--- src/rtl/inst_encode_writer_pkg.sv ---
// Shared RV32I encoding constants, instruction IDs and state/format types for the
// instruction re-encoder and IMEM writer.
package inst_encode_writer_pkg;

  localparam int unsigned INST_ID_DEPTH = 6;
  localparam int unsigned CNT_W         = 16;
  localparam int unsigned XLEN          = 32;

  localparam logic [6:0] OPCODE_LUI    = 7'b0110111;
  localparam logic [6:0] OPCODE_AUIPC  = 7'b0010111;
  localparam logic [6:0] OPCODE_JAL    = 7'b1101111;
  localparam logic [6:0] OPCODE_JALR   = 7'b1100111;
  localparam logic [6:0] OPCODE_BRANCH = 7'b1100011;
  localparam logic [6:0] OPCODE_LOAD   = 7'b0000011;
  localparam logic [6:0] OPCODE_STORE  = 7'b0100011;
  localparam logic [6:0] OPCODE_OP_IMM = 7'b0010011;
  localparam logic [6:0] OPCODE_OP     = 7'b0110011;

  localparam logic [2:0] FUNCT3_ADD_SUB = 3'b000;
  localparam logic [2:0] FUNCT3_SLL     = 3'b001;
  localparam logic [2:0] FUNCT3_SLT     = 3'b010;
  localparam logic [2:0] FUNCT3_SLTU    = 3'b011;
  localparam logic [2:0] FUNCT3_XOR     = 3'b100;
  localparam logic [2:0] FUNCT3_SRL_SRA = 3'b101;
  localparam logic [2:0] FUNCT3_OR      = 3'b110;
  localparam logic [2:0] FUNCT3_AND     = 3'b111;
  localparam logic [2:0] FUNCT3_BEQ     = 3'b000;
  localparam logic [2:0] FUNCT3_BNE     = 3'b001;
  localparam logic [2:0] FUNCT3_BLT     = 3'b100;
  localparam logic [2:0] FUNCT3_BGE     = 3'b101;
  localparam logic [2:0] FUNCT3_BLTU    = 3'b110;
  localparam logic [2:0] FUNCT3_BGEU    = 3'b111;
  localparam logic [2:0] FUNCT3_LB      = 3'b000;
  localparam logic [2:0] FUNCT3_LH      = 3'b001;
  localparam logic [2:0] FUNCT3_LW      = 3'b010;
  localparam logic [2:0] FUNCT3_LBU     = 3'b100;
  localparam logic [2:0] FUNCT3_LHU     = 3'b101;
  localparam logic [2:0] FUNCT3_SB      = 3'b000;
  localparam logic [2:0] FUNCT3_SH      = 3'b001;
  localparam logic [2:0] FUNCT3_SW      = 3'b010;
  localparam logic [2:0] FUNCT3_JALR    = 3'b000;

  localparam logic [6:0] FUNCT7_ZERO = 7'b0000000;
  localparam logic [6:0] FUNCT7_SUB  = 7'b0100000;
  localparam logic [6:0] FUNCT7_SRA  = 7'b0100000;

  // Instruction IDs as emitted by the decode stage; anything above ID_SW is unknown.
  localparam logic [INST_ID_DEPTH-1:0] ID_ADDI  = 6'd0;
  localparam logic [INST_ID_DEPTH-1:0] ID_SLTI  = 6'd1;
  localparam logic [INST_ID_DEPTH-1:0] ID_SLTIU = 6'd2;
  localparam logic [INST_ID_DEPTH-1:0] ID_XORI  = 6'd3;
  localparam logic [INST_ID_DEPTH-1:0] ID_ORI   = 6'd4;
  localparam logic [INST_ID_DEPTH-1:0] ID_ANDI  = 6'd5;
  localparam logic [INST_ID_DEPTH-1:0] ID_SLLI  = 6'd6;
  localparam logic [INST_ID_DEPTH-1:0] ID_SRLI  = 6'd7;
  localparam logic [INST_ID_DEPTH-1:0] ID_SRAI  = 6'd8;
  localparam logic [INST_ID_DEPTH-1:0] ID_ADD   = 6'd9;
  localparam logic [INST_ID_DEPTH-1:0] ID_SUB   = 6'd10;
  localparam logic [INST_ID_DEPTH-1:0] ID_SLL   = 6'd11;
  localparam logic [INST_ID_DEPTH-1:0] ID_SLT   = 6'd12;
  localparam logic [INST_ID_DEPTH-1:0] ID_SLTU  = 6'd13;
  localparam logic [INST_ID_DEPTH-1:0] ID_XOR   = 6'd14;
  localparam logic [INST_ID_DEPTH-1:0] ID_SRL   = 6'd15;
  localparam logic [INST_ID_DEPTH-1:0] ID_SRA   = 6'd16;
  localparam logic [INST_ID_DEPTH-1:0] ID_OR    = 6'd17;
  localparam logic [INST_ID_DEPTH-1:0] ID_AND   = 6'd18;
  localparam logic [INST_ID_DEPTH-1:0] ID_LUI   = 6'd19;
  localparam logic [INST_ID_DEPTH-1:0] ID_AUIPC = 6'd20;
  localparam logic [INST_ID_DEPTH-1:0] ID_JAL   = 6'd21;
  localparam logic [INST_ID_DEPTH-1:0] ID_JALR  = 6'd22;
  localparam logic [INST_ID_DEPTH-1:0] ID_BEQ   = 6'd23;
  localparam logic [INST_ID_DEPTH-1:0] ID_BNE   = 6'd24;
  localparam logic [INST_ID_DEPTH-1:0] ID_BLT   = 6'd25;
  localparam logic [INST_ID_DEPTH-1:0] ID_BGE   = 6'd26;
  localparam logic [INST_ID_DEPTH-1:0] ID_BLTU  = 6'd27;
  localparam logic [INST_ID_DEPTH-1:0] ID_BGEU  = 6'd28;
  localparam logic [INST_ID_DEPTH-1:0] ID_LB    = 6'd29;
  localparam logic [INST_ID_DEPTH-1:0] ID_LH    = 6'd30;
  localparam logic [INST_ID_DEPTH-1:0] ID_LW    = 6'd31;
  localparam logic [INST_ID_DEPTH-1:0] ID_LBU   = 6'd32;
  localparam logic [INST_ID_DEPTH-1:0] ID_LHU   = 6'd33;
  localparam logic [INST_ID_DEPTH-1:0] ID_SB    = 6'd34;
  localparam logic [INST_ID_DEPTH-1:0] ID_SH    = 6'd35;
  localparam logic [INST_ID_DEPTH-1:0] ID_SW    = 6'd36;

  typedef enum logic [2:0] {
    FMT_R, FMT_I, FMT_SH, FMT_S, FMT_B, FMT_U, FMT_J, FMT_BAD
  } fmt_e;

  typedef enum logic [1:0] {
    ST_IDLE, ST_RUN, ST_DRAIN, ST_DONE
  } state_e;

endpackage

--- src/rtl/inst_encode_comb.sv ---
// Purely combinational re-encoder: decoded fields -> RV32I word plus a legality flag
// covering unknown IDs and immediates the target format cannot represent.
module inst_encode_comb
  import inst_encode_writer_pkg::*;
#(
  parameter int unsigned IDW = INST_ID_DEPTH
) (
  input  logic [IDW-1:0]  inst_id,
  input  logic [4:0]      rs1,
  input  logic [4:0]      rs2,
  input  logic [4:0]      rd,
  input  logic [XLEN-1:0] imm,
  output logic [XLEN-1:0] word,
  output logic            legal
);

  fmt_e       fmt;
  logic [6:0] opcode;
  logic [2:0] funct3;
  logic [6:0] funct7;
  logic       imm_i_ok;
  logic       imm_b_ok;
  logic       imm_j_ok;
  logic       imm_u_ok;

  // Format and fixed opcode fields per instruction ID.
  always_comb begin
    fmt    = FMT_BAD;
    opcode = 7'b0;
    funct3 = 3'b0;
    funct7 = FUNCT7_ZERO;
    case (inst_id)
      IDW'(ID_ADDI):  begin fmt = FMT_I;  opcode = OPCODE_OP_IMM; funct3 = FUNCT3_ADD_SUB; end
      IDW'(ID_SLTI):  begin fmt = FMT_I;  opcode = OPCODE_OP_IMM; funct3 = FUNCT3_SLT;     end
      IDW'(ID_SLTIU): begin fmt = FMT_I;  opcode = OPCODE_OP_IMM; funct3 = FUNCT3_SLTU;    end
      IDW'(ID_XORI):  begin fmt = FMT_I;  opcode = OPCODE_OP_IMM; funct3 = FUNCT3_XOR;     end
      IDW'(ID_ORI):   begin fmt = FMT_I;  opcode = OPCODE_OP_IMM; funct3 = FUNCT3_OR;      end
      IDW'(ID_ANDI):  begin fmt = FMT_I;  opcode = OPCODE_OP_IMM; funct3 = FUNCT3_AND;     end
      IDW'(ID_SLLI):  begin fmt = FMT_SH; opcode = OPCODE_OP_IMM; funct3 = FUNCT3_SLL;     end
      IDW'(ID_SRLI):  begin fmt = FMT_SH; opcode = OPCODE_OP_IMM; funct3 = FUNCT3_SRL_SRA; end
      IDW'(ID_SRAI):  begin fmt = FMT_SH; opcode = OPCODE_OP_IMM; funct3 = FUNCT3_SRL_SRA;
                            funct7 = FUNCT7_SRA; end
      IDW'(ID_ADD):   begin fmt = FMT_R;  opcode = OPCODE_OP; funct3 = FUNCT3_ADD_SUB; end
      IDW'(ID_SUB):   begin fmt = FMT_R;  opcode = OPCODE_OP; funct3 = FUNCT3_ADD_SUB;
                            funct7 = FUNCT7_SUB; end
      IDW'(ID_SLL):   begin fmt = FMT_R;  opcode = OPCODE_OP; funct3 = FUNCT3_SLL;     end
      IDW'(ID_SLT):   begin fmt = FMT_R;  opcode = OPCODE_OP; funct3 = FUNCT3_SLT;     end
      IDW'(ID_SLTU):  begin fmt = FMT_R;  opcode = OPCODE_OP; funct3 = FUNCT3_SLTU;    end
      IDW'(ID_XOR):   begin fmt = FMT_R;  opcode = OPCODE_OP; funct3 = FUNCT3_XOR;     end
      IDW'(ID_SRL):   begin fmt = FMT_R;  opcode = OPCODE_OP; funct3 = FUNCT3_SRL_SRA; end
      IDW'(ID_SRA):   begin fmt = FMT_R;  opcode = OPCODE_OP; funct3 = FUNCT3_SRL_SRA;
                            funct7 = FUNCT7_SRA; end
      IDW'(ID_OR):    begin fmt = FMT_R;  opcode = OPCODE_OP; funct3 = FUNCT3_OR;      end
      IDW'(ID_AND):   begin fmt = FMT_R;  opcode = OPCODE_OP; funct3 = FUNCT3_AND;     end
      IDW'(ID_LUI):   begin fmt = FMT_U;  opcode = OPCODE_LUI;   end
      IDW'(ID_AUIPC): begin fmt = FMT_U;  opcode = OPCODE_AUIPC; end
      IDW'(ID_JAL):   begin fmt = FMT_J;  opcode = OPCODE_JAL;   end
      IDW'(ID_JALR):  begin fmt = FMT_I;  opcode = OPCODE_JALR; funct3 = FUNCT3_JALR; end
      IDW'(ID_BEQ):   begin fmt = FMT_B;  opcode = OPCODE_BRANCH; funct3 = FUNCT3_BEQ;  end
      IDW'(ID_BNE):   begin fmt = FMT_B;  opcode = OPCODE_BRANCH; funct3 = FUNCT3_BNE;  end
      IDW'(ID_BLT):   begin fmt = FMT_B;  opcode = OPCODE_BRANCH; funct3 = FUNCT3_BLT;  end
      IDW'(ID_BGE):   begin fmt = FMT_B;  opcode = OPCODE_BRANCH; funct3 = FUNCT3_BGE;  end
      IDW'(ID_BLTU):  begin fmt = FMT_B;  opcode = OPCODE_BRANCH; funct3 = FUNCT3_BLTU; end
      IDW'(ID_BGEU):  begin fmt = FMT_B;  opcode = OPCODE_BRANCH; funct3 = FUNCT3_BGEU; end
      IDW'(ID_LB):    begin fmt = FMT_I;  opcode = OPCODE_LOAD; funct3 = FUNCT3_LB;  end
      IDW'(ID_LH):    begin fmt = FMT_I;  opcode = OPCODE_LOAD; funct3 = FUNCT3_LH;  end
      IDW'(ID_LW):    begin fmt = FMT_I;  opcode = OPCODE_LOAD; funct3 = FUNCT3_LW;  end
      IDW'(ID_LBU):   begin fmt = FMT_I;  opcode = OPCODE_LOAD; funct3 = FUNCT3_LBU; end
      IDW'(ID_LHU):   begin fmt = FMT_I;  opcode = OPCODE_LOAD; funct3 = FUNCT3_LHU; end
      IDW'(ID_SB):    begin fmt = FMT_S;  opcode = OPCODE_STORE; funct3 = FUNCT3_SB; end
      IDW'(ID_SH):    begin fmt = FMT_S;  opcode = OPCODE_STORE; funct3 = FUNCT3_SH; end
      IDW'(ID_SW):    begin fmt = FMT_S;  opcode = OPCODE_STORE; funct3 = FUNCT3_SW; end
      default: ;
    endcase
  end

  // An immediate fits when the bits above the field are a pure sign extension.
  assign imm_i_ok = (&imm[31:11]) | ~(|imm[31:11]);
  assign imm_b_ok = ((&imm[31:12]) | ~(|imm[31:12])) & ~imm[0];
  assign imm_j_ok = ((&imm[31:20]) | ~(|imm[31:20])) & ~imm[0];
  assign imm_u_ok = ~(|imm[11:0]);

  always_comb begin
    word  = '0;
    legal = 1'b0;
    case (fmt)
      FMT_R:  begin word = {funct7, rs2, rs1, funct3, rd, opcode};       legal = 1'b1;     end
      FMT_I:  begin word = {imm[11:0], rs1, funct3, rd, opcode};         legal = imm_i_ok; end
      FMT_SH: begin word = {funct7, imm[4:0], rs1, funct3, rd, opcode};  legal = imm_i_ok; end
      FMT_S:  begin word = {imm[11:5], rs2, rs1, funct3, imm[4:0], opcode}; legal = imm_i_ok; end
      FMT_B:  begin
        word  = {imm[12], imm[10:5], rs2, rs1, funct3, imm[4:1], imm[11], opcode};
        legal = imm_b_ok;
      end
      FMT_U:  begin word = {imm[31:12], rd, opcode}; legal = imm_u_ok; end
      FMT_J:  begin
        word  = {imm[20], imm[10:1], imm[11], imm[19:12], rd, opcode};
        legal = imm_j_ok;
      end
      default: ;
    endcase
  end

endmodule

--- src/rtl/inst_encode_writer.sv ---
// Program loader: re-encodes decoded field bundles into RV32I words and streams
// them to instruction memory from a base address through one output register.
module inst_encode_writer
  import inst_encode_writer_pkg::*;
#(
  parameter int unsigned IDW  = INST_ID_DEPTH,
  parameter int unsigned CNTW = CNT_W
) (
  input  logic            clk,
  input  logic            rst,
  input  logic            start,
  input  logic [31:0]     base_addr,
  input  logic            in_valid,
  output logic            in_ready,
  input  logic [IDW-1:0]  in_instID,
  input  logic [4:0]      in_rs1,
  input  logic [4:0]      in_rs2,
  input  logic [4:0]      in_rd,
  input  logic [31:0]     in_imm,
  input  logic            in_last,
  output logic            mem_we,
  output logic [31:0]     mem_addr,
  output logic [31:0]     mem_wdata,
  input  logic            mem_ready,
  output logic            busy,
  output logic            done,
  output logic            err,
  output logic [CNTW-1:0] word_cnt,
  output logic [CNTW-1:0] err_cnt
);

  state_e          state_q;
  logic            mem_we_q;
  logic [31:0]     mem_addr_q;
  logic [31:0]     mem_wdata_q;
  logic [31:0]     wr_addr_q;
  logic            err_q;
  logic [CNTW-1:0] word_cnt_q;
  logic [CNTW-1:0] err_cnt_q;

  logic            in_ready_c;
  logic            accept_c;
  logic            fire_c;
  logic [31:0]     enc_word_c;
  logic            enc_legal_c;
  logic [31:0]     wr_addr_inc_c;
  logic [31:0]     load_addr_c;
  logic            unused_c;

  inst_encode_comb #(.IDW(IDW)) u_enc (
    .inst_id (in_instID),
    .rs1     (in_rs1),
    .rs2     (in_rs2),
    .rd      (in_rd),
    .imm     (in_imm),
    .word    (enc_word_c),
    .legal   (enc_legal_c)
  );

  // Output register may refill in the same cycle its current word is accepted.
  assign in_ready_c    = (state_q == ST_RUN) && (!mem_we_q || mem_ready);
  assign accept_c      = in_valid && in_ready_c;
  assign fire_c        = mem_we_q && mem_ready;
  assign wr_addr_inc_c = wr_addr_q + 32'd4;
  assign load_addr_c   = fire_c ? wr_addr_inc_c : wr_addr_q;
  assign unused_c      = ^base_addr[1:0];

  always_ff @(posedge clk or posedge rst) begin
    if (rst) begin
      state_q     <= ST_IDLE;
      mem_we_q    <= 1'b0;
      mem_addr_q  <= '0;
      mem_wdata_q <= '0;
      wr_addr_q   <= '0;
      err_q       <= 1'b0;
      word_cnt_q  <= '0;
      err_cnt_q   <= '0;
    end else begin
      case (state_q)
        ST_IDLE, ST_DONE: begin
          if (start) begin
            state_q    <= ST_RUN;
            wr_addr_q  <= {base_addr[31:2], 2'b00};
            err_q      <= 1'b0;
            word_cnt_q <= '0;
            err_cnt_q  <= '0;
          end
        end
        ST_RUN, ST_DRAIN: begin
          if (fire_c) begin
            mem_we_q   <= 1'b0;
            wr_addr_q  <= wr_addr_inc_c;
            word_cnt_q <= (&word_cnt_q) ? word_cnt_q : word_cnt_q + CNTW'(1);
          end
          if (accept_c) begin
            if (enc_legal_c) begin
              mem_we_q    <= 1'b1;
              mem_addr_q  <= load_addr_c;
              mem_wdata_q <= enc_word_c;
            end else begin
              err_q     <= 1'b1;
              err_cnt_q <= (&err_cnt_q) ? err_cnt_q : err_cnt_q + CNTW'(1);
            end
            if (in_last) begin
              state_q <= ST_DRAIN;
            end
          end
          if ((state_q == ST_DRAIN) && (!mem_we_q || fire_c)) begin
            state_q <= ST_DONE;
          end
        end
        default: state_q <= ST_IDLE;
      endcase
    end
  end

  assign in_ready  = in_ready_c;
  assign mem_we    = mem_we_q;
  assign mem_addr  = mem_addr_q;
  assign mem_wdata = mem_wdata_q;
  assign busy      = (state_q == ST_RUN) || (state_q == ST_DRAIN);
  assign done      = (state_q == ST_DONE);
  assign err       = err_q;
  assign word_cnt  = word_cnt_q;
  assign err_cnt   = err_cnt_q;

endmodule

--- config.mk ---
export PLATFORM = sky130hd
export DESIGN_NAME = inst_encode_writer
export DESIGN_NICKNAME = d
export VERILOG_FILES = /design/src/rtl/inst_encode_writer_pkg.sv /design/src/rtl/inst_encode_comb.sv /design/src/rtl/inst_encode_writer.sv
export SDC_FILE = /design/constraint.sdc
export NUM_CORES = 1
export LEC_CHECK = 0
export ABC_CLOCK_PERIOD_IN_PS = 3930
export BUFFER_PORTS_ARGS = -buffer_cell sky130_fd_sc_hd__buf_2
export CAP_MARGIN = 5
export CORE_MARGIN = 1.5
export CORE_UTILIZATION = 35
export DETAILED_ROUTE_END_ITERATION = 8
export GPL_ROUTABILITY_DRIVEN = 0
export PLACE_DENSITY = 0.57
export SYNTH_ARGS = -nofsm -noshare
export SYNTH_HDL_FRONTEND = slang
export SYNTH_SLANG_ARGS = --single-unit
--- constraint.sdc ---
create_clock -name clk -period 3.93 [get_ports clk]
set_input_delay 0.393 -clock clk [delete_from_list [all_inputs] [get_ports clk]]
set_output_delay 0.393 -clock clk [all_outputs]
set_load 0.01 [all_outputs]
# ---- Yosys cells after proc, flatten, opt, wreduce, memory -nomap -nowiden
# Index checks and enable logic that the tools add are counted.
dict set report word_totals {
  reg_bits 132
  input_bits 91
  out_inout_bits 101
}
dict set report classes {
  eq_ne 53
  addsub 3
  reduce_logical 44
  mux 29
  n_bitwise 10
}
# operator n
set op_table {}
lappend op_table {{one-hot mux 32 bit (7 select lines)} 1}
lappend op_table {{== test 6 x 5 -> 1 bit (second input constant)} 16}
lappend op_table {{two-way mux 16 bit} 6}
lappend op_table {{two-way mux 32 bit} 2}
lappend op_table {{one-hot mux 16 bit (2 select lines)} 2}
lappend op_table {{one-hot mux 32 bit (2 select lines)} 1}
lappend op_table {{one-hot mux 7 bit (9 select lines)} 1}
lappend op_table {{== test 6 x 4 -> 1 bit (second input constant)} 8}
lappend op_table {{one-hot mux 3 bit (7 select lines)} 2}
lappend op_table {{OR reduction 12 bit} 3}
lappend op_table {{adder 16 x 1 -> 16 bit (second input constant)} 2}
lappend op_table {{adder 32 x 3 -> 32 bit (second input constant)} 1}
lappend op_table {{AND reduction 16 bit} 2}
lappend op_table {{== test 6 bit (second input constant)} 5}
lappend op_table {{== test 6 x 3 -> 1 bit (second input constant)} 4}
lappend op_table {{AND reduction 21 bit} 1}
lappend op_table {{OR reduction 21 bit} 1}
lappend op_table {{AND reduction 20 bit} 1}
lappend op_table {{OR reduction 20 bit} 1}
lappend op_table {{OR reduction 3 bit} 6}
lappend op_table {{== test 6 x 2 -> 1 bit (second input constant)} 2}
lappend op_table {{!= test 2 bit (second input constant)} 6}
lappend op_table {{AND reduction 12 bit} 1}
lappend op_table {{AND reduction 3 bit} 4}
lappend op_table {{29 further kinds} 60}

# ---- Depth between registers and ports, before layout
# Gate-level depths: netlist of the first run.
dict set report depth {
  ltp_word 9
  ltp_mapped 12
  ltp_nobuf 9
}

# ---- Hierarchy
# A second synthesis of the first run with hierarchy kept.
dict set report unflattened {
  hier_cells 826
  hier_area_um2 7763.7
}
# module area_each_um2 seq_area_each_um2 cells_per_inst instances
set by_module_without_submodules {}
lappend by_module_without_submodules {inst_encode_writer 6466.2 3203.1 624 1}
lappend by_module_without_submodules {inst_encode_comb 1297.5 0.0 202 1}

# ---- Least setup slack after synthesis of the first run
# Ideal clock, no wire load.
dict set report synth_timing {
  kind {input-to-reg}
  startpoint {input port in_instID[4]}
  endpoint {register mem_addr_q[10], in the netlist mem_addr[10]}
  slack_ns 1.195
  stages 11
  path_buffers 4
  t_required_ns 3.805
  t_arrival_ns 2.609
  setup_time_ns 0.125
  path_cell_list {buf_6 nand2b_4 buf_6 or4_1 o311ai_1 mux2_4 o211a_1 buf_6 nor2_8 buf_12 mux2_4}
}
dict set report synth_between {
  elab_chain_cells 7
  elab_cells_between_ends 54
  cone_classes {42 x eq/ne; 2 x mux; 10 x reduce/logical}
}
# item line
set synth_rtl {}
lappend synth_rtl {{start: declaration} inst_encode_writer.sv:15} ;# input logic [IDW-1:0] in_instID,
lappend synth_rtl {{== test 6 x 5 -> 1 bit, or another cell as far along} inst_encode_comb.sv:32} ;# case (inst_id)
lappend synth_rtl {{OR reduction 12 bit (no source line), or another cell as far along} n/a}
lappend synth_rtl {{one-hot mux 3 bit (7 select lines) *} inst_encode_comb.sv:32}
lappend synth_rtl {{== test 3 x 1 -> 1 bit or == test 3 x 2 -> 1 bit (tied branches)} inst_encode_comb.sv:86} ;# case (fmt)
lappend synth_rtl {{OR reduction 3 bit (no source line)} n/a}
lappend synth_rtl {{one-hot mux 1 bit (5 select lines) *} inst_encode_comb.sv:86}
lappend synth_rtl {{AND reduction 3 bit (no source line) *} n/a}
lappend synth_rtl {{end signal: assignment} inst_encode_writer.sv:98} ;# mem_addr_q <= load_addr_c;
lappend synth_rtl {{end: declaration} inst_encode_writer.sv:34} ;# logic [31:0] mem_addr_q;
# Mark *: on every way between the ends. The rest lies on a longest branch, timed or not.
# A chain may end at the register's enable or synchronous reset.

# ---- Final worst setup path of the first run
dict set report layout_timing {
  startpoint {register state_q[0]}
  endpoint {register word_cnt_q[5], in the netlist word_cnt[5]}
}
dict set report layout_between {
  elab_chain_cells 4
  elab_cells_between_ends 11
  cone_classes {6 x eq/ne; 1 x mux; 4 x reduce/logical}
}
# item line
set layout_rtl {}
lappend layout_rtl {{start: declaration} inst_encode_writer.sv:32} ;# state_e state_q;
lappend layout_rtl {{start signal: assignment} inst_encode_writer.sv:70} ;# state_q <= ST_IDLE;
lappend layout_rtl {{start signal: assignment} inst_encode_writer.sv:82} ;# state_q <= ST_RUN;
lappend layout_rtl {{start signal: assignment} inst_encode_writer.sv:105} ;# state_q <= ST_DRAIN;
lappend layout_rtl {{== test 2 x 1 -> 1 bit, or another cell as far along} inst_encode_writer.sv:79} ;# case (state_q)
lappend layout_rtl {{OR reduction 2 bit} inst_encode_writer.sv:79}
lappend layout_rtl {{!= test 2 bit (no source line)} n/a}
lappend layout_rtl {{AND reduction 3 bit (no source line)} n/a}
lappend layout_rtl {{end signal: assignment} inst_encode_writer.sv:93} ;# word_cnt_q <= (&word_cnt_q) ? word_cnt_q : word_cnt_q + CNTW'(1);
lappend layout_rtl {{end: declaration} inst_encode_writer.sv:38} ;# logic [CNTW-1:0] word_cnt_q;
# Several ways; a longest one is shown, not always the timed one.

==> results of run 1 <==
stage by stage:
stage,total power [mW],std cells
global placement,4.59,1216
floorplan,3.83,791
global route,6.46,1246
CTS,6.11,1246
detailed placement,4.62,1216
finish,6.04,1247
worst min-delay path by stage:
| stage | cells after the start | start | slack [ns] | to |
|---|---|---|---|---|
| after detailed placement | 1 | mem_wdata[1]$_DFFE_PP0P_ | 0.46 | mem_wdata[1]$_DFFE_PP0P_ |
| final | 2 | rst | 0.04 | mem_addr[28]$_DFFE_PP0P_ |
| after floorplan | 1 | mem_wdata[1]$_DFFE_PP0P_ | 0.52 | mem_wdata[1]$_DFFE_PP0P_ |
| after global placement | 1 | mem_wdata[1]$_DFFE_PP0P_ | 0.47 | mem_wdata[1]$_DFFE_PP0P_ |
| after CTS | 2 | rst | 0.07 | mem_addr[28]$_DFFE_PP0P_ |
| after global routing | 2 | rst | 0.09 | mem_addr[26]$_DFFE_PP0P_ |
sequential cells by signal, indices dropped and copies added (netlist names):
| signal | flops |
|---|---|
| mem_wdata | 31 |
| mem_addr | 30 |
| wr_addr_q | 30 |
| err_cnt | 16 |
| word_cnt | 16 |
| state_q | 2 |
| err | 1 |
| mem_we | 1 |
cells by family (layout without fill, tap and decap cells):
kind of cell | Yosys count | after routing | share of synthesized area (%)
flip-flops | 127 | 127 | 40.8
other | 1 | 3 | 0.0482
XOR/XNOR | 44 | 44 | 4.95
buffers and inverters | 80 | 255 | 5.62
multiplexers | 87 | 87 | 14.5
AND/OR/NAND/NOR | 260 | 260 | 16.7
AO/OA/AOI/OAI | 185 | 185 | 16.4
adder cells (fa/ha/maj) | 6 | 6 | 0.964
placed cells by master (no fill, tap or decap), types with 8 or more instances in the layout:
cell type | Yosys | final
nand3_1 | 27 | 27
o31ai_1 | 9 | 9
a41oi_1 | 9 | 9
nand4_1 | 15 | 15
dfrtp_1 | 127 | 127
a22o_1 | 14 | 14
xor2_1 | 23 | 23
nor2_1 | 78 | 78
nor3_1 | 20 | 20
a31oi_1 | 11 | 11
mux2_4 | 50 | 50
and2_1 | 8 | 8
mux2i_1 | 30 | 30
o21ai_0 | 32 | 32
nand2_1 | 48 | 48
nor2b_1 | 9 | 9
xnor2_1 | 21 | 21
clkbuf_16 | 0 | 17
nor4_1 | 12 | 12
a21oi_1 | 52 | 52
and3_1 | 11 | 11
buf_4 | 4 | 14
buf_2 | 9 | 187
inv_1 | 21 | 20
critical path, cell delays in order (launching register included):
cell and delay [ns]:
dfrtp_1 0.41, inv_1 0.10, ha_2 0.30, inv_1 0.33, nand2_1 0.19, a41oi_1 0.59, o2111a_1 0.42, and3_1 0.21
xnor2_1 0.11, nor2_1 0.06
layer usage:
| layer | track usage (%) | share of wire [%] | routed length, µm | up-vias |
|---|---|---|---|---|
| met5 | 0 | 0.12 | 26 | - |
| met4 | 5.83 | 1.3 | 282 | 4 |
| met3 | 5.29 | 6.6 | 1450 | 23 |
| met2 | 27.8 | 44 | 9670 | 198 |
| met1 | 26.7 | 48 | 10400 | 3194 |
| li1 | - | - | - | 3233 |
power breakdown:
| part | switching [mW] | internal, mW | leakage (nW) | total (mW) |
|---|---|---|---|---|
| sequential | 0.384 | 1.80 | 1.58 | 2.19 |
| clock | 0.610 | 0.838 | 0.258 | 1.45 |
| combinational | 1.30 | 1.11 | 2.56 | 2.41 |
| total | 2.29 | 3.75 | 4.40 | 6.04 |
layout make-up:
type                            instances  share of cell area (%)
Tap cell                              280                    3.72
Clock inverter                         11                   0.904
Clock buffer                           19                    4.81
Antenna cell                            1                  0.0266
Timing Repair Buffer                  203                    11.5
Sequential cell                       127                    33.8
Inverter                               22                   0.930
Multi-Input combinational cell        584                    44.4
==> impl_metrics.json, run 1 <==
{
  "outcome": "finished clean",
  "die_w_um": 152,
  "die_area_um2": 23200,
  "routed_via_density": 5.33,
  "start_kind": "register",
  "syn-cell-area_um2": 7790,
  "multi_input_area_um2": 4180,
  "vdd_drop_max_mv": 0.307,
  "grt_pass1_vias": 6236,
  "reg2reg_from": "state_q[0]$_DFFE_PP0P_",
  "core_area_um2": 21800,
  "fin_crit_ns": 2.84,
  "cts-resized-gates": 0,
  "num_vias": 6652,
  "setup_slack_ns": 1.09,
  "synthDistinctLibCells": 72,
  "clockRootBuffer": "clkbuf_16",
  "boundaryPins": 192,
  "numPortBuffers": 187,
  "synth.avg_cell_area_um2": 9.86,
  "setup_viol": 0,
  "clk_latency_ns": 0.42,
  "seq_area_um2": 3180,
  "clk_path_buf_depth": 2,
  "path_max_fanout": 11,
  "clk_transition_reported_paths_ns": 0.06,
  "ys.flop_type": "dfrtp_1",
  "die_h_um": 152,
  "synthArstFlopShare_pct": 100,
  "synth_most_common_cell": "dfrtp_1",
  "reg2reg_to": "word_cnt[5]$_DFFE_PP0P_",
  "grt_max_degree": 74,
  "fin_skew_ns": 0.00873,
  "placed_area_um2": 8870,
  "synth-edff-count": 0,
  "drt_iter0_drc": 467,
  "fin_crit_sh_pct": 72.2,
  "p_per_area_nw_per_um2": 642,
  "synth_seq_cells": 127,
  "fin_tns_setup_ns": 0,
  "antenna_found_initial": 2,
  "fillers": 2133,
  "numCtsBuffers": 17,
  "ys_warn_count": 0,
  "finalCoreUtilization_pct": 43.1,
  "start_util_pct": 35.7,
  "grt_pass1_wl_mm": 35.0,
  "cts_hold_buf": 0,
  "rows": 54,
  "place_ws_ns": 0.671,
  "yosysTopAreaCell": "dfrtp_1",
  "wire_per_inst_um": 17.5,
  "syn2layout_area_growth_pct": 20.9,
  "p_leak_nw": 4.40,
  "cts_tree": "done",
  "endpoint": "word_cnt[5]$_DFFE_PP0P_",
  "yosys-top-cells-count": "127 x dfrtp_1, 78 x nor2_1, 52 x a21oi_1, 50 x mux2_4, 48 x nand2_1",
  "hold_viol": 0,
  "num-nets-final": 1052,
  "reg2regPathDepth": 9,
  "drc": 0,
  "crit_start": "state_q[0]$_DFFE_PP0P_",
  "max_freq_mhz": 353,
  "max_slew.worst_pin.slew_ns": 0.882,
  "cts_setup_buffers": 0,
  "cts_sinks": 127,
  "worst_ep_arrival_time_ns": 3.13,
  "drt_wl_total_mm": 21.8,
  "synth_area_leaders": "dfrtp_1 41%, mux2_4 9.6%, mux2i_1 3.9%",
  "worst_setup_path_end_kind": "register",
  "rsz0062_at_grt": "no",
  "cap_violations": 0,
  "h-tree-depth": 4,
  "worstHoldPathType": "in -> async",
  "drtAntennaViolNets": 0,
  "hpwlAfterDp_mm": 15.7,
  "first_pass_iters": 5,
  "overflow": 0,
  "slew_headroom_pct": 40.6,
  "layout-drive-gt1-share_pct": 31.8,
  "path_class": "reg -> reg",
  "whs_ns": 0.0405,
  "fin_area_um2": 9420,
  "critPathRequiredTime_ns": 4.22,
  "drv_slew": 0,
  "synth-seq-area-share_pct": 40.8,
  "synth_top_area_share_pct": 40.8,
  "r2r_slack_ns": 1.09,
  "synthCells": 790,
  "groute.usage.overall_pct": 18.8
}
No activity file was read; power rests on OpenSTA's default activity.
==> run 2: changes to the inputs <==
--- a/config.mk
+++ b/config.mk
@@ -5,7 +5,7 @@
 export SDC_FILE = /design/constraint.sdc
 export NUM_CORES = 1
 export LEC_CHECK = 0
-export ABC_CLOCK_PERIOD_IN_PS = 3930
+export ABC_CLOCK_PERIOD_IN_PS = 2400
 export BUFFER_PORTS_ARGS = -buffer_cell sky130_fd_sc_hd__buf_2
 export CAP_MARGIN = 5
 export CORE_MARGIN = 1.5
==> constraint.sdc (replaced) <==
create_clock -name clk -period 2.4 [get_ports clk]
set_input_delay 0.24 -clock clk [delete_from_list [all_inputs] [get_ports clk]]
set_output_delay 0.24 -clock clk [all_outputs]
set_load 0.01 [all_outputs]
==> impl_metrics.json, run 2 (same netlist as run 1, synthesis figures left out) <==
{
  "drc": 0,
  "hold_viol": 0,
  "placed_area_um2": 9660,
  "vdd_drop_max_mv": 0.520,
  "syn2layout_area_growth_pct": 33.0,
  "hpwlAfterDp_mm": 17.7,
  "drtAntennaViolNets": 0,
  "num-nets-final": 1151,
  "outcome": "finished clean",
  "boundaryPins": 192,
  "largest_reg_flops": 31,
  "layout-drive-gt1-share_pct": 38.9,
  "die_area_um2": 23200,
  "cap_violations": 0,
  "worstHoldStart": "base_addr[5]",
  "p_leak_nw": 4.94,
  "wire_per_inst_um": 17.5,
  "num_vias": 7059,
  "groute.usage.overall_pct": 20.5,
  "first_pass_iters": 6,
  "start_kind": "register",
  "drt_iter0_drc": 510,
  "crit_start": "wr_addr_q[15]$_DFFE_PP0P_",
  "worst_ep_arrival_time_ns": 2.58,
  "clockRootBuffer": "clkbuf_16",
  "h-tree-depth": 4,
  "worst_setup_path_end_kind": "register",
  "numPortBuffers": 187,
  "overflow": 0,
  "drt_wl_total_mm": 23.6,
  "cts_tree": "done",
  "max_freq_mhz": 438,
  "slew_headroom_pct": 50.3,
  "setup_viol": 0,
  "cp_slowest_cell": "or4_4",
  "routed_via_density": 5.24,
  "critPathBufInv": 1,
  "rsz0062_at_grt": "no",
  "fin_crit_ns": 2.29,
  "cts_sinks": 127,
  "grt_max_degree": 72,
  "core_area_um2": 21800,
  "drv_slew": 0,
  "fin_area_um2": 10400,
  "fillers": 2103,
  "grt_pass1_wl_mm": 37.9,
  "clk_transition_reported_paths_ns": 0.06,
  "clk_latency_ns": 0.41,
  "grt_pass1_vias": 6783,
  "numCtsBuffers": 17,
  "fin_crit_sh_pct": 95.2,
  "reg2reg_from": "wr_addr_q[15]$_DFFE_PP0P_",
  "worstHoldPathType": "in -> reg",
  "fin_tns_setup_ns": 0,
  "cpPeakStageDelay_ns": 0.56,
  "path_delay_family": "simple AND/OR/NAND/NOR gates",
  "max_slew.worst_pin.slew_ns": 0.745,
  "die_h_um": 152,
  "final_cell_mix": "187 x buf_2, 127 x dfrtp_1, 109 x buf_4, 78 x nor2_1, 52 x a21oi_1",
  "start_util_pct": 35.7,
  "path_max_fanout": 3,
  "crit_path_frequent_cell": "or4_4",
  "critPathRequiredTime_ns": 2.70,
  "die_w_um": 152,
  "mostFrequentLayoutCell": "buf_2",
  "r2r_slack_ns": 0.11,
  "antenna_found_initial": 1,
  "rows": 54,
  "p_per_area_nw_per_um2": 1040,
  "clk_path_buf_depth": 2,
  "fin_skew_ns": 0.00774,
  "crit_chain": "nand2_1 -> or4_4 -> or4_4 -> buf_4 -> nor2_1 -> xor2_1 -> mux2_4",
  "path_class": "reg -> reg"
}
run 2: cell count changes in the layout (fill, tap and decap cells not counted), sizes merged:
cell / delta
buf: +98
bufinv: +4
clkinv: -2
clkinvlp: +3
dlygate4sd3: +1
inv: -4
run 2: what timing repair did:
action                     in CTS  in global routing
hold buffers                    1                  0
setup buffers                   0                  1
setup endpoints to repair       2                 23
gates resized for setup         2                  8
hold endpoints to repair       23                  0
pin swaps                       0                  3
run 2: worst reg2reg max path: stages (launching register included):
cell	delay, ns
dfrtp_1	0.37
nand2_1	0.08
or4_4	0.55
or4_4	0.56
buf_4	0.16
nor2_1	0.12
xor2_1	0.09
mux2_4	0.26
run 2: metrics by stage:
step	power, mW	std cells	setup slack, ns	utilization, %	hold slack, ns
finish	10.8	1347	0.115	47.5	0.119
global route	11.5	1347	0.00351	47.5	0.124
CTS	10.8	1345	0.0422	47.2	0.104
detailed placement	7.98	1313	-0.297	44.3	0.385
global placement	7.91	1313	-0.283	44.3	0.377
floorplan	6.27	791	-0.165	-	0.405
run 2: final timing paths:
kind                                             end  cells after the start
max                         mem_addr[29]$_DFFE_PP0P_                      7
min                         wr_addr_q[5]$_DFFE_PP0P_                      3
max reg2reg                 mem_addr[29]$_DFFE_PP0P_                      7
min reg2reg                 mem_wdata[1]$_DFFE_PP0P_                      1
max in group asynchronous  mem_wdata[21]$_DFFE_PP0P_                      4
min in group asynchronous   mem_addr[26]$_DFFE_PP0P_                      3
run 2: power breakdown:
part / internal [mW] / switching, mW / leakage (nW)
sequential: 2.95 / 0.572 / 1.58
combinational: 2.13 / 2.34 / 3.06
clock: 1.77 / 1.01 / 0.292
run 2: cell type report:
type	instances	area (µm²)	share of cell area [%]
clock buffer	19	443	4.28
antenna	1	2.50	0.0242
inverter	22	90.1	0.870
sequential	127	3180	30.7
clock inverter	12	185	1.79
timing repair buffer	302	1860	18.0
multi-input combinational	584	4240	41.0
tap	280	350	3.38
run 2: routing by layer:
layer	track usage (%)	up-vias	routed length (µm)
met5	0	-	0
met4	5.36	0	172
met3	3.98	10	1080
met2	31.2	182	10900
met1	29.8	3439	11500
li1	-	3428	-
==> run 3: changes to the inputs <==
--- a/config.mk
+++ b/config.mk
@@ -5,6 +5,7 @@
 export SDC_FILE = /design/constraint.sdc
 export NUM_CORES = 1
 export LEC_CHECK = 0
+export ABC_AREA = 1
 export ABC_CLOCK_PERIOD_IN_PS = 2400
 export BUFFER_PORTS_ARGS = -buffer_cell sky130_fd_sc_hd__buf_2
 export CAP_MARGIN = 5
@@ -12,7 +13,7 @@
 export CORE_UTILIZATION = 35
 export DETAILED_ROUTE_END_ITERATION = 8
 export GPL_ROUTABILITY_DRIVEN = 0
-export PLACE_DENSITY = 0.57
+export PLACE_DENSITY = 0.58
 export SYNTH_ARGS = -nofsm -noshare
 export SYNTH_HDL_FRONTEND = slang
 export SYNTH_SLANG_ARGS = --single-unit
==> impl_metrics.json, run 3 <==
{
  "outcome": "finished clean",
  "synth-edff-count": 0,
  "syn-cell-area_um2": 7550,
  "routed_via_density": 5.06,
  "crit_start": "mem_we$_DFFE_PP0N_",
  "num_vias": 7650,
  "reg2reg_to": "wr_addr_q[30]$_DFFE_PP0P_",
  "layout-drive-gt1-share_pct": 23.5,
  "numCtsBuffers": 17,
  "fin_crit_sh_pct": 89.8,
  "grt_pass1_wl_mm": 37.5,
  "start_kind": "register",
  "rows": 53,
  "hold_depth": 3,
  "cpPeakStageDelay_ns": 0.38,
  "fin_tns_setup_ns": 0,
  "final_cell_mix": "309 x nand2_1, 187 x buf_2, 127 x dfrtp_1, 105 x inv_1, 81 x nor2_1",
  "wire_per_inst_um": 15.5,
  "overflow": 0,
  "drtAntennaViolNets": 0,
  "crit_path_frequent_cell": "nand2_1",
  "rsz0062_at_grt": "no",
  "cts_sinks": 127,
  "drt_wl_total_mm": 23.5,
  "clk_path_buf_depth": 2,
  "syn2layout_area_growth_pct": 26.5,
  "drt_iter0_drc": 546,
  "die_area_um2": 22500,
  "num-nets-final": 1321,
  "synth_seq_cells": 127,
  "h-tree-depth": 4,
  "dr_wl_met2_mm": 10.2,
  "drc": 0,
  "path_class": "reg -> reg",
  "synthDistinctLibCells": 47,
  "crit_chain": "nand2_1 -> nor3_2 -> nand2_1 -> nor2_1 -> nand2_1 -> nor2_1 -> nand3_1 -> o21ai_0 -> inv_1 -> nor2_1 -> nand2_1 -> o211ai_1",
  "synth_area_leaders": "dfrtp_1 42%, nand2_1 15%, inv_1 5.3%",
  "endpoint": "wr_addr_q[30]$_DFFE_PP0P_",
  "critPathRequiredTime_ns": 2.72,
  "top_layer_used": "met4",
  "drv_slew": 0,
  "fin_crit_ns": 2.16,
  "setup_viol": 0,
  "cts_tree": "done",
  "grt_max_degree": 42,
  "numPortBuffers": 187,
  "first_pass_iters": 5,
  "vdd_drop_max_mv": 0.536,
  "synthArstFlopShare_pct": 100,
  "cp_slowest_cell": "dfrtp_1",
  "ys_warn_count": 0,
  "max_freq_mhz": 464,
  "dp.cells": 1479,
  "ys.flop_type": "dfrtp_1",
  "worst_ep_arrival_time_ns": 2.48,
  "synth-seq-area-share_pct": 42.1,
  "clockRootBuffer": "clkbuf_16",
  "yosysTopAreaCell": "dfrtp_1",
  "die_h_um": 150,
  "fin_skew_ns": 0.0100,
  "fin_area_um2": 9550,
  "grt_pass1_vias": 7373,
  "p_per_area_nw_per_um2": 1050,
  "path_max_fanout": 5,
  "synthCells": 1021,
  "placed_area_um2": 8930,
  "hpwlAfterDp_mm": 17.8,
  "wl_met3_mm": 1.97,
  "reg2regPathDepth": 12,
  "start_util_pct": 35.8,
  "max_slew.worst_pin.slew_ns": 0.786,
  "groute.usage.overall_pct": 21.2,
  "reg2reg_from": "mem_we$_DFFE_PP0N_",
  "die_w_um": 150,
  "hold_viol": 0,
  "worst_setup_path_end_kind": "register",
  "mostFrequentLayoutCell": "nand2_1",
  "synth_top_area_share_pct": 42.1,
  "clk_transition_reported_paths_ns": 0.06,
  "cap_violations": 0,
  "p_leak_nw": 4.94,
  "yosys-top-cells-count": "309 x nand2_1, 127 x dfrtp_1, 106 x inv_1, 81 x nor2_1",
  "synth_most_common_cell": "nand2_1",
  "synth.avg_cell_area_um2": 7.40,
  "wl_met1_mm": 10.9,
  "boundaryPins": 192,
  "r2r_slack_ns": 0.24,
  "largest_reg_flops": 31,
  "core_area_um2": 21100,
  "antenna_found_initial": 1,
  "worstHoldPathType": "in -> reg",
  "clk_latency_ns": 0.42,
  "slew_headroom_pct": 47.5,
  "instances_no_fill": 1513
}
-- run 3: worst min-delay path by stage --
stage             startpoint  slack, ns                   endpoint
2_1_floorplan  base_addr[10]       0.37  wr_addr_q[10]$_DFFE_PP0P_
3_3_place_gp             rst       0.44   mem_addr[17]$_DFFE_PP0P_
3_5_place_dp             rst       0.43   mem_addr[17]$_DFFE_PP0P_
4_1_cts         base_addr[2]       0.03   wr_addr_q[2]$_DFFE_PP0P_
5_1_grt         base_addr[3]       0.03   wr_addr_q[3]$_DFFE_PP0P_
6_report        base_addr[3]       0.04   wr_addr_q[3]$_DFFE_PP0P_
-- run 3: critical path: cells and delay by family, from the launching register on --
| family | cells | cell delay (ns) |
|---|---|---|
| compound gates | 2 | 0.31 |
| simple gates | 9 | 1.32 |
| flops | 1 | 0.38 |
| buf+inv | 1 | 0.06 |
-- run 3: logic make-up (layout without fill, tap and decap cells) --
family | after synthesis | after routing | synth area share (%)
simple gates | 537 | 537 | 31.2
other cells | 1 | 3 | 0.0496
compound gates | 168 | 168 | 13.9
buf+inv | 156 | 371 | 8.78
fa+ha+maj | 6 | 6 | 0.994
flops | 127 | 127 | 42.1
xor+xnor | 26 | 26 | 3.01
-- run 3: metal layers --
layer  GRT usage [%]  vias to the layer above
li1                -                     3809
met1            28.3                     3528
met2            33.0                      278
met3            6.89                       35
met4            5.54                        0
met5               0                        -
-- run 3: final cells by class --
cell class,count,area [µm²]
Antenna cell,1,2.50
Clock buffer,18,429
Clock inverter,14,180
Fill cell,2194,11500
Inverter,118,447
Multi-Input combinational cell,739,3730
Sequential cell,127,3180
Tap cell,275,344
Timing Repair Buffer,221,1240
-- run 3: timing repair --
item,CTS,global route
gates resized for setup,0,1
hold endpoints to repair,29,0
buffers inserted,0,0
hold buffers,1,0
setup endpoints to repair,0,4
-- run 3: where the power goes --
group	switching [mW]	internal (mW)	total [mW]	leakage (nW)
clock	1.05	1.65	2.70	0.292
sequential	0.485	2.83	3.32	1.69
combinational	2.60	1.45	4.05	2.96
-- run 3: through the flow --
stage / worst slack [ns] / util (%) / hold WS [ns] / power (mW)
3_5_place_dp: 0.00866 / 42.3 / 0.426 / 7.40
5_1_grt: 0.0389 / 45.3 / 0.0302 / 10.9
6_report: 0.244 / 45.3 / 0.0444 / 10.1
2_1_floorplan: 0.230 / - / 0.367 / 5.85
3_3_place_gp: 0.0869 / 42.3 / 0.437 / 7.33
4_1_cts: 0.197 / 45.3 / 0.0281 / 10.2
